===== config.mk =====
export PLATFORM = sky130hd
export DESIGN_NAME = wallace_mult_pipe_flat
export DESIGN_NICKNAME = d
export VERILOG_FILES = /design/src/rtl/wallace_mult_pkg.sv /design/src/rtl/wallace_mult_pipe_if.sv /design/src/rtl/csa_3to2.sv /design/src/rtl/wallace_mult_pipe.sv /design/src/flat_wrapper.sv
export SDC_FILE = /design/constraint.sdc
export NUM_CORES = 2
export LEC_CHECK = 0
export ABC_CLOCK_PERIOD_IN_PS = 22600
export BUFFER_PORTS_ARGS = -buffer_cell sky130_fd_sc_hd__buf_2
export CORE_UTILIZATION = 50
export CTS_BUF_LIST = sky130_fd_sc_hd__clkbuf_4
export CTS_CLUSTER_SIZE = 30
export DETAILED_ROUTE_END_ITERATION = 8
export GPL_ROUTABILITY_DRIVEN = 0
export PLACE_DENSITY = 0.68
export SLEW_MARGIN = 20
export SYNTH_ARGS = -nofsm -noshare
export SYNTH_HDL_FRONTEND = slang
export SYNTH_SLANG_ARGS = --single-unit

===== constraint.sdc =====
create_clock -name clk -period 22.6 [get_ports clk]
set_input_delay 4.52 -clock clk [delete_from_list [all_inputs] [get_ports clk]]
set_output_delay 4.52 -clock clk [all_outputs]
set_load 0.005 [all_outputs]

===== src/rtl/wallace_mult_pkg.sv =====
// Elaboration-time helpers for sizing the Wallace tree and placing its register cuts.
package wallace_mult_pkg;

    // Rows left after one 3:2 level: each full triple becomes two rows, leftovers pass through.
    function automatic int rows_next(input int rows);
        return 2 * (rows / 3) + (rows % 3);
    endfunction

    function automatic int csa_levels(input int rows);
        int r;
        int n;
        r = rows;
        n = 0;
        while (r > 2) begin
            r = rows_next(r);
            n++;
        end
        return n;
    endfunction

    function automatic int rows_after(input int rows, input int levels);
        int r;
        r = rows;
        for (int i = 0; i < levels; i++) begin
            r = rows_next(r);
        end
        return r;
    endfunction

    // ceil(k*L/(P+1)): cuts are spread as evenly as the level count allows.
    function automatic int cut_level(input int k, input int l, input int p);
        return (k * l + p) / (p + 1);
    endfunction

    // How many cuts land directly after level 'lvl' (several may stack when L is small).
    function automatic int cuts_after(input int lvl, input int l, input int p);
        int n;
        n = 0;
        for (int k = 1; k <= p; k++) begin
            if (cut_level(k, l, p) == lvl) begin
                n++;
            end
        end
        return n;
    endfunction

endpackage


===== src/rtl/wallace_mult_pipe_if.sv =====
// Operand/result handshake bundle of the pipelined multiplier.
interface wallace_mult_pipe_if #(
    parameter int WIDTH = 32,
    parameter int TAG_W = 4
);
    logic                 in_valid;
    logic                 in_ready;
    logic [WIDTH-1:0]     in_a;
    logic [WIDTH-1:0]     in_b;
    logic                 in_signed;
    logic [TAG_W-1:0]     in_tag;
    logic                 out_valid;
    logic                 out_ready;
    logic [2*WIDTH-1:0]   out_product;
    logic [TAG_W-1:0]     out_tag;
    logic                 busy;

    modport master (
        output in_valid, in_a, in_b, in_signed, in_tag, out_ready,
        input  in_ready, out_valid, out_product, out_tag, busy
    );

    modport slave (
        input  in_valid, in_a, in_b, in_signed, in_tag, out_ready,
        output in_ready, out_valid, out_product, out_tag, busy
    );
endinterface


===== src/rtl/csa_3to2.sv =====
// 3:2 carry-save compressor over W-bit rows; the carry row comes out already weighted by 2.
module csa_3to2 #(
    parameter int W = 64
) (
    input  logic [W-1:0] x,
    input  logic [W-1:0] y,
    input  logic [W-1:0] z,
    output logic [W-1:0] s,
    output logic [W-1:0] c
);
    assign s = x ^ y ^ z;
    // The top majority bit would shift out of the row, so it is never formed.
    assign c = {(x[W-2:0] & y[W-2:0]) | (x[W-2:0] & z[W-2:0]) | (y[W-2:0] & z[W-2:0]), 1'b0};
endmodule


===== src/rtl/wallace_mult_pipe.sv =====
// Pipelined signed/unsigned Wallace-tree multiplier: operand register, CSA tree with
// configurable cuts, final carry-propagate adder into the output register.
module wallace_mult_pipe
    import wallace_mult_pkg::*;
#(
    parameter int WIDTH       = 32,
    parameter int PIPE_STAGES = 2,
    parameter int TAG_W       = 4
) (
    input  logic               clk,
    input  logic               rst,
    wallace_mult_pipe_if.slave bus
);
    localparam int PW = 2 * WIDTH;
    localparam int NR = PW;
    localparam int NL = csa_levels(NR);
    localparam int NS = PIPE_STAGES + 2;

    logic               en;
    logic [NS-1:0]      stage_valid;
    logic [TAG_W-1:0]   stage_tag [NS-1];
    logic [WIDTH-1:0]   a_q;
    logic [WIDTH-1:0]   b_q;
    logic               signed_q;
    logic [PW-1:0]      ext_a;
    logic [PW-1:0]      ext_b;
    logic [PW-1:0]      out_product_q;
    logic [TAG_W-1:0]   out_tag_q;

    // Row arrays: tree_in[l] feeds level l+1 (after any cuts), tree_out[l] is level l's raw result.
    logic [PW-1:0]      tree_in  [NL+1][NR];
    logic [PW-1:0]      tree_out [1:NL][NR];

    // Global stall: the whole pipe moves only when the output slot is free or being drained.
    assign en = !stage_valid[NS-1] || bus.out_ready;

    always_ff @(posedge clk) begin
        if (rst) begin
            stage_valid <= '0;
        end else if (en) begin
            stage_valid <= {stage_valid[NS-2:0], bus.in_valid};
        end
    end

    // NOTE: operand, tag and tree registers carry no reset; stage_valid alone decides what is live.
    always_ff @(posedge clk) begin
        if (en) begin
            a_q          <= bus.in_a;
            b_q          <= bus.in_b;
            signed_q     <= bus.in_signed;
            stage_tag[0] <= bus.in_tag;
            for (int k = 1; k < NS - 1; k++) begin
                stage_tag[k] <= stage_tag[k-1];
            end
        end
    end

    assign ext_a = signed_q ? {{WIDTH{a_q[WIDTH-1]}}, a_q} : {{WIDTH{1'b0}}, a_q};
    assign ext_b = signed_q ? {{WIDTH{b_q[WIDTH-1]}}, b_q} : {{WIDTH{1'b0}}, b_q};

    for (genvar i = 0; i < NR; i++) begin : g_pp
        assign tree_in[0][i] = ext_b[i] ? (ext_a << i) : '0;
    end

    for (genvar l = 1; l <= NL; l++) begin : g_lvl
        localparam int RI = rows_after(NR, l - 1);
        localparam int RO = rows_after(NR, l);
        localparam int NG = RI / 3;
        localparam int NC = cuts_after(l, NL, PIPE_STAGES);

        for (genvar g = 0; g < NG; g++) begin : g_csa
            csa_3to2 #(.W(PW)) u_csa (
                .x (tree_in[l-1][3*g]),
                .y (tree_in[l-1][3*g+1]),
                .z (tree_in[l-1][3*g+2]),
                .s (tree_out[l][2*g]),
                .c (tree_out[l][2*g+1])
            );
        end

        for (genvar j = 0; j < RI - 3 * NG; j++) begin : g_pass
            assign tree_out[l][2*NG+j] = tree_in[l-1][3*NG+j];
        end

        if (NC == 0) begin : g_wire
            for (genvar r = 0; r < RO; r++) begin : g_row
                assign tree_in[l][r] = tree_out[l][r];
            end
        end else begin : g_cut
            // Stacked cuts after one level form a short shift chain of live rows.
            logic [PW-1:0] cut_q [NC][RO];

            always_ff @(posedge clk) begin
                if (en) begin
                    for (int r = 0; r < RO; r++) begin
                        cut_q[0][r] <= tree_out[l][r];
                    end
                    for (int d = 1; d < NC; d++) begin
                        for (int r = 0; r < RO; r++) begin
                            cut_q[d][r] <= cut_q[d-1][r];
                        end
                    end
                end
            end

            for (genvar r = 0; r < RO; r++) begin : g_row
                assign tree_in[l][r] = cut_q[NC-1][r];
            end
        end

        for (genvar r = RO; r < NR; r++) begin : g_dead
            assign tree_in[l][r]  = '0;
            assign tree_out[l][r] = '0;
        end
    end

    always_ff @(posedge clk) begin
        if (rst) begin
            out_product_q <= '0;
            out_tag_q     <= '0;
        end else if (en) begin
            out_product_q <= tree_in[NL][0] + tree_in[NL][1];
            out_tag_q     <= stage_tag[NS-2];
        end
    end

    assign bus.in_ready    = en && !rst;
    assign bus.out_valid   = stage_valid[NS-1];
    assign bus.out_product = out_product_q;
    assign bus.out_tag     = out_tag_q;
    assign bus.busy        = |stage_valid;

endmodule


===== src/flat_wrapper.sv =====
// flat-port wrapper written by rule: the top's interface ports become plain ports
module wallace_mult_pipe_flat import wallace_mult_pkg::*;
#(
    parameter int WIDTH       = 32,
    parameter int PIPE_STAGES = 2,
    parameter int TAG_W       = 4
)
  (clk, rst, bus_in_valid, bus_in_a, bus_in_b, bus_in_signed, bus_in_tag, bus_out_ready, bus_in_ready, bus_out_valid, bus_out_product, bus_out_tag, bus_busy);
  wallace_mult_pipe_if #(.WIDTH(WIDTH), .TAG_W(TAG_W)) bus_i ();
  input  logic clk;
  input  logic rst;
  input wire logic [$bits(bus_i.in_valid)-1:0] bus_in_valid;
  input wire logic [$bits(bus_i.in_a)-1:0] bus_in_a;
  input wire logic [$bits(bus_i.in_b)-1:0] bus_in_b;
  input wire logic [$bits(bus_i.in_signed)-1:0] bus_in_signed;
  input wire logic [$bits(bus_i.in_tag)-1:0] bus_in_tag;
  input wire logic [$bits(bus_i.out_ready)-1:0] bus_out_ready;
  output wire logic [$bits(bus_i.in_ready)-1:0] bus_in_ready;
  output wire logic [$bits(bus_i.out_valid)-1:0] bus_out_valid;
  output wire logic [$bits(bus_i.out_product)-1:0] bus_out_product;
  output wire logic [$bits(bus_i.out_tag)-1:0] bus_out_tag;
  output wire logic [$bits(bus_i.busy)-1:0] bus_busy;
  assign bus_i.in_valid = bus_in_valid;
  assign bus_i.in_a = bus_in_a;
  assign bus_i.in_b = bus_in_b;
  assign bus_i.in_signed = bus_in_signed;
  assign bus_i.in_tag = bus_in_tag;
  assign bus_i.out_ready = bus_out_ready;
  assign bus_in_ready = bus_i.in_ready;
  assign bus_out_valid = bus_i.out_valid;
  assign bus_out_product = bus_i.out_product;
  assign bus_out_tag = bus_i.out_tag;
  assign bus_busy = bus_i.busy;
  wallace_mult_pipe #(.WIDTH(WIDTH), .PIPE_STAGES(PIPE_STAGES), .TAG_W(TAG_W)) u_core (.clk(clk), .rst(rst), .bus(bus_i));
endmodule

==> results by group <==
Outcome
  – Status: finished, violations left
  – Failing checks: DRC

Drt
  – Routed WL: 167,000 µm
  – DR pass1 iterations: 9
  – DR iter-0 viols: approximately 3,200
  – Vias per inst: approximately 5.2
  – Final ANT Viol Nets: 0
  – Drc violations: 2
  – Drt wl/cell: about 21 µm
  – Via count: around 41,000

Layout
  – Layout fillers: about 11,000
  – Layout Nets: 7,799
  – Area of the multi-input gates: 41,400 µm²
  – Share of layout cells above drive strength 1: approximately 9%
  – Register Area: just over 20,000 µm²
  – Area Growth Syn to Fin: 7.52%

STA
  – Post-route setup TNS: 0 ns
  – Max-slew violations: 0
  – Final worst-path cycle share: between 40% and 50%
  – Actual slew at the worst max-slew pin: roughly 1 ns
  – # setup viols final: 0
  – Final hold vios: 0
  – Worst hold slack: around 0.42 ns
  – Skew final: roughly 0.11 ns
  – Maximum clock rate: 0.0905 GHz
  – Tmin final: 11.05 ns
  – Relative slew slack: between 30% and 40%
  – RSZ-0062 raised after global routing: false

Pwr
  – VDD IR max: around 0.15 mV
  – P_leak: 35.4 nW
  – Switching share of power: a little under half
  – Register share of total power: between 20% and 30%
  – Clock power share: 10.6%
  – P per Cell Area: 150 nW/µm²
  – Cell internal pwr: around 5.9 mW
  – Gate power share: 65.1%
  – Psw: between 5 and 6 mW

Worst setup path
  – Slowest CP cell: buf_4
  – WP data required: 18.08 ns
  – Crit. End Element: output port
  – Most frequent CP cell: buf_2
  – Critical Path AT: between 6 and 7 ns
  – Crit path max-delay family: buffers and inverters
  – Worst Path Class, Setup: in -> out
  – Worst-path maximum fanout: 89
  – CP bufs+invs: 5
  – CP Launch Type: primary input
  – Cell chain of the critical path: buf_2 > nor2b_4 > buf_4 > inv_8 > nand2_1 > inv_1 > buf_2
  – Delay of the slowest critical-path stage: approximately 0.67 ns

Die
  – Initial core utilization: just over 50%
  – Die height: approximately 370 µm
  – Die width: between 300 and 400 µm
  – Core ar.: ~140,000 µm²
  – # IOs: between 100 and 150
  – Die outline area: approximately 140,000 µm²
  – Cell row count: 135

Yosys
  – Post-Synth XOR/XNOR Area: under 10%
  – Top-count cell post-synth: inv_1
  – Top FF cell, synth: edfxtp_1
  – Number of distinct library cells after synthesis: between 60 and 70
  – Top cells by area, synth: fa_1 (40%), edfxtp_1 (28%), inv_1 (8.3%), and2_1 (7.7%), ha_1 (5.5%)
  – Async set-reset flop share out of synthesis: 0%
  – EDFF count, synth: ~640
  – Simple-Gate Fraction of Synth Area: a little over a tenth
  – Yosys warning total: 0
  – Post-Syn Instances: between 5,000 and 6,000
  – Mapped Area: 68,700 µm²
  – Largest family of logic cells by synthesized area: adder cells
  – Syn avg cell area: around 12 µm²
  – Top-area cell type share of the netlist area: 40.5%
  – Post-synthesis compound-gate area fraction: roughly 2.4%
  – Synth Area in Adders: between 40% and 50%
  – Flop and latch count out of synthesis: slightly above 700
  – Mux contribution to synthesized area: 0.0437%
  – Yosys top cell by area: fa_1
  – Synth cell count leaders: inv_1 (1,515), fa_1 (1,390), and2_1 (842)
  – Seq/Total Area, Yosys: about 30%
  – Syn nets: roughly 7,600

CTS
  – Clk sinks: a little over 700
  – Cts repair resizes: 0
  – CTS buffer count: 195
  – Clock buffer depth: 3
  – Clk root buf: clkbuf_4
  – H-tree depth: 4
  – Hold Buf Count CTS: 0
  – Worst skew pair latency: about 1.2 ns
  – Postcts setup bufs: 0
  – Reg clk slew, reported paths: approximately 0.070 ns
  – CTS tree: yes

GRT
  – Pin count of the biggest net entering global routing: about 180
  – Initial antenna violation count: 9
  – GRT met3 Usage: under 10%
  – Vias in the first global route: between 40,000 and 50,000
  – Gr usage total: between 20% and 30%
  – Total grt overflow: 0
  – M2 GR Usage: 37.1%
  – Global-route wire length before repair: between 200,000 and 300,000 µm
  – GRT busiest layer: met2
  – GR met1 Demand/Resource: 36.4%

Job
  – MaxCap Viol Count: 0

Min path
  – Hold Path Class: reg -> reg

Placed design
  – PortBufs: around 140
  – Post-DP HPWL: 126,000 µm
path summary, 6_finish.rpt:
| kind | slack (ns) | cells past startpoint | start | endpoint |
|---|---|---|---|---|
| max reg2reg | 17.60 | 15 | u_core.g_lvl[7].g_cut.cut_q[0][201] | u_core.bus.out_product[43] |
| min reg2reg | 0.42 | 0 | u_core.g_lvl[4].g_cut.cut_q[0][829] | u_core.g_lvl[7].g_cut.cut_q[0][258] |
| min | 0.42 | 0 | u_core.g_lvl[4].g_cut.cut_q[0][829] | u_core.g_lvl[7].g_cut.cut_q[0][258] |
| max | 11.55 | 7 | bus_out_ready | bus_in_ready |
layout by cell type (no fill, tap or decap), drive strengths merged, types with 11 or more instances in the layout:
cell type / netlist / routed
inv: 1515 / 1525
fa: 1390 / 1390
and2: 843 / 843
edfxtp: 642 / 642
nand2: 369 / 369
ha: 304 / 304
clkbuf: 228 / 285
buf: 11 / 219
a21oi: 104 / 104
dfxtp: 72 / 72
xnor2: 64 / 64
clkinv: 2 / 60
nor2: 45 / 45
o21ai: 37 / 37
and3: 34 / 34
a21o: 26 / 26
xor2: 18 / 18
diode: 0 / 15
a211oi: 15 / 15
nand3: 15 / 15
nand4: 11 / 11
stage by stage:
step                      total power [mW]  utilization [%]  cell area (µm²)  worst slack [ns]  instances
after floorplan                       7.10                -            68700              8.95       5855
after global placement                9.67             52.5            71400             11.56       7616
after detailed placement              9.87             52.5            71400             11.56       7616
after CTS                             11.1             54.3            73900             11.56       7970
after global routing                  12.2             54.4            73900             11.38       7982
final                                 11.1             54.4            73900             11.55       7985
kinds of logic after synthesis:
| family | count (synthesis) |
|---|---|
| xor gates and xnor gates | 82 |
| and+or+nand+nor | 1352 |
| adders and majority gates | 1694 |
| DFF | 714 |
| AOI/OAI and AO/OA | 254 |
| buffers and inverters | 1756 |
| muxes | 3 |
cell type report:
type	count	share of cell area, %
tap	1781	3.01
clock buffer	285	2.89
inverter	1517	7.71
multi-input combinational	3385	56.0
sequential	714	28.0
timing repair buffer	219	1.76
clock inverter	69	0.498
antenna	15	0.0508
worst reg2reg max path, delay by kind of cell, from the launching register on:
family / cells / cell delay (ns)
AOI/OAI and AO/OA: 8 / 2.38
xor gates and xnor gates: 1 / 0.29
adders and majority gates: 5 / 1.62
buffers and inverters: 1 / 0.19
DFF: 1 / 0.37
metal layers:
layer  up-vias  part of all wire, %
li1      17860                    -
met1     21557                   44
met2      1767                   44
met3       305                  9.4
met4         0                  2.8
met5         -                    0
power groups by stage:
stage                     registers [mW]  logic, mW  clock network [mW]
final                               2.70       7.25                1.18
after global routing                2.75       8.13                1.29
after detailed placement            2.73       7.14                   0
after global placement              2.71       6.97                   0
after CTS                           2.70       7.21                1.22
after floorplan                     2.66       4.44                   0
flip-flops by register name (all words and copies together), names as in the netlist:
name,cells
u_core.bus.out_product,64
u_core.signed_q,1
u_core.b_q,32
u_core.stage_tag,12
u_core.g_lvl.g_cut.cut_q,565
u_core.stage_valid,4
u_core.a_q,32
u_core.bus.out_tag,4
(Power assumes the default switching activity.)
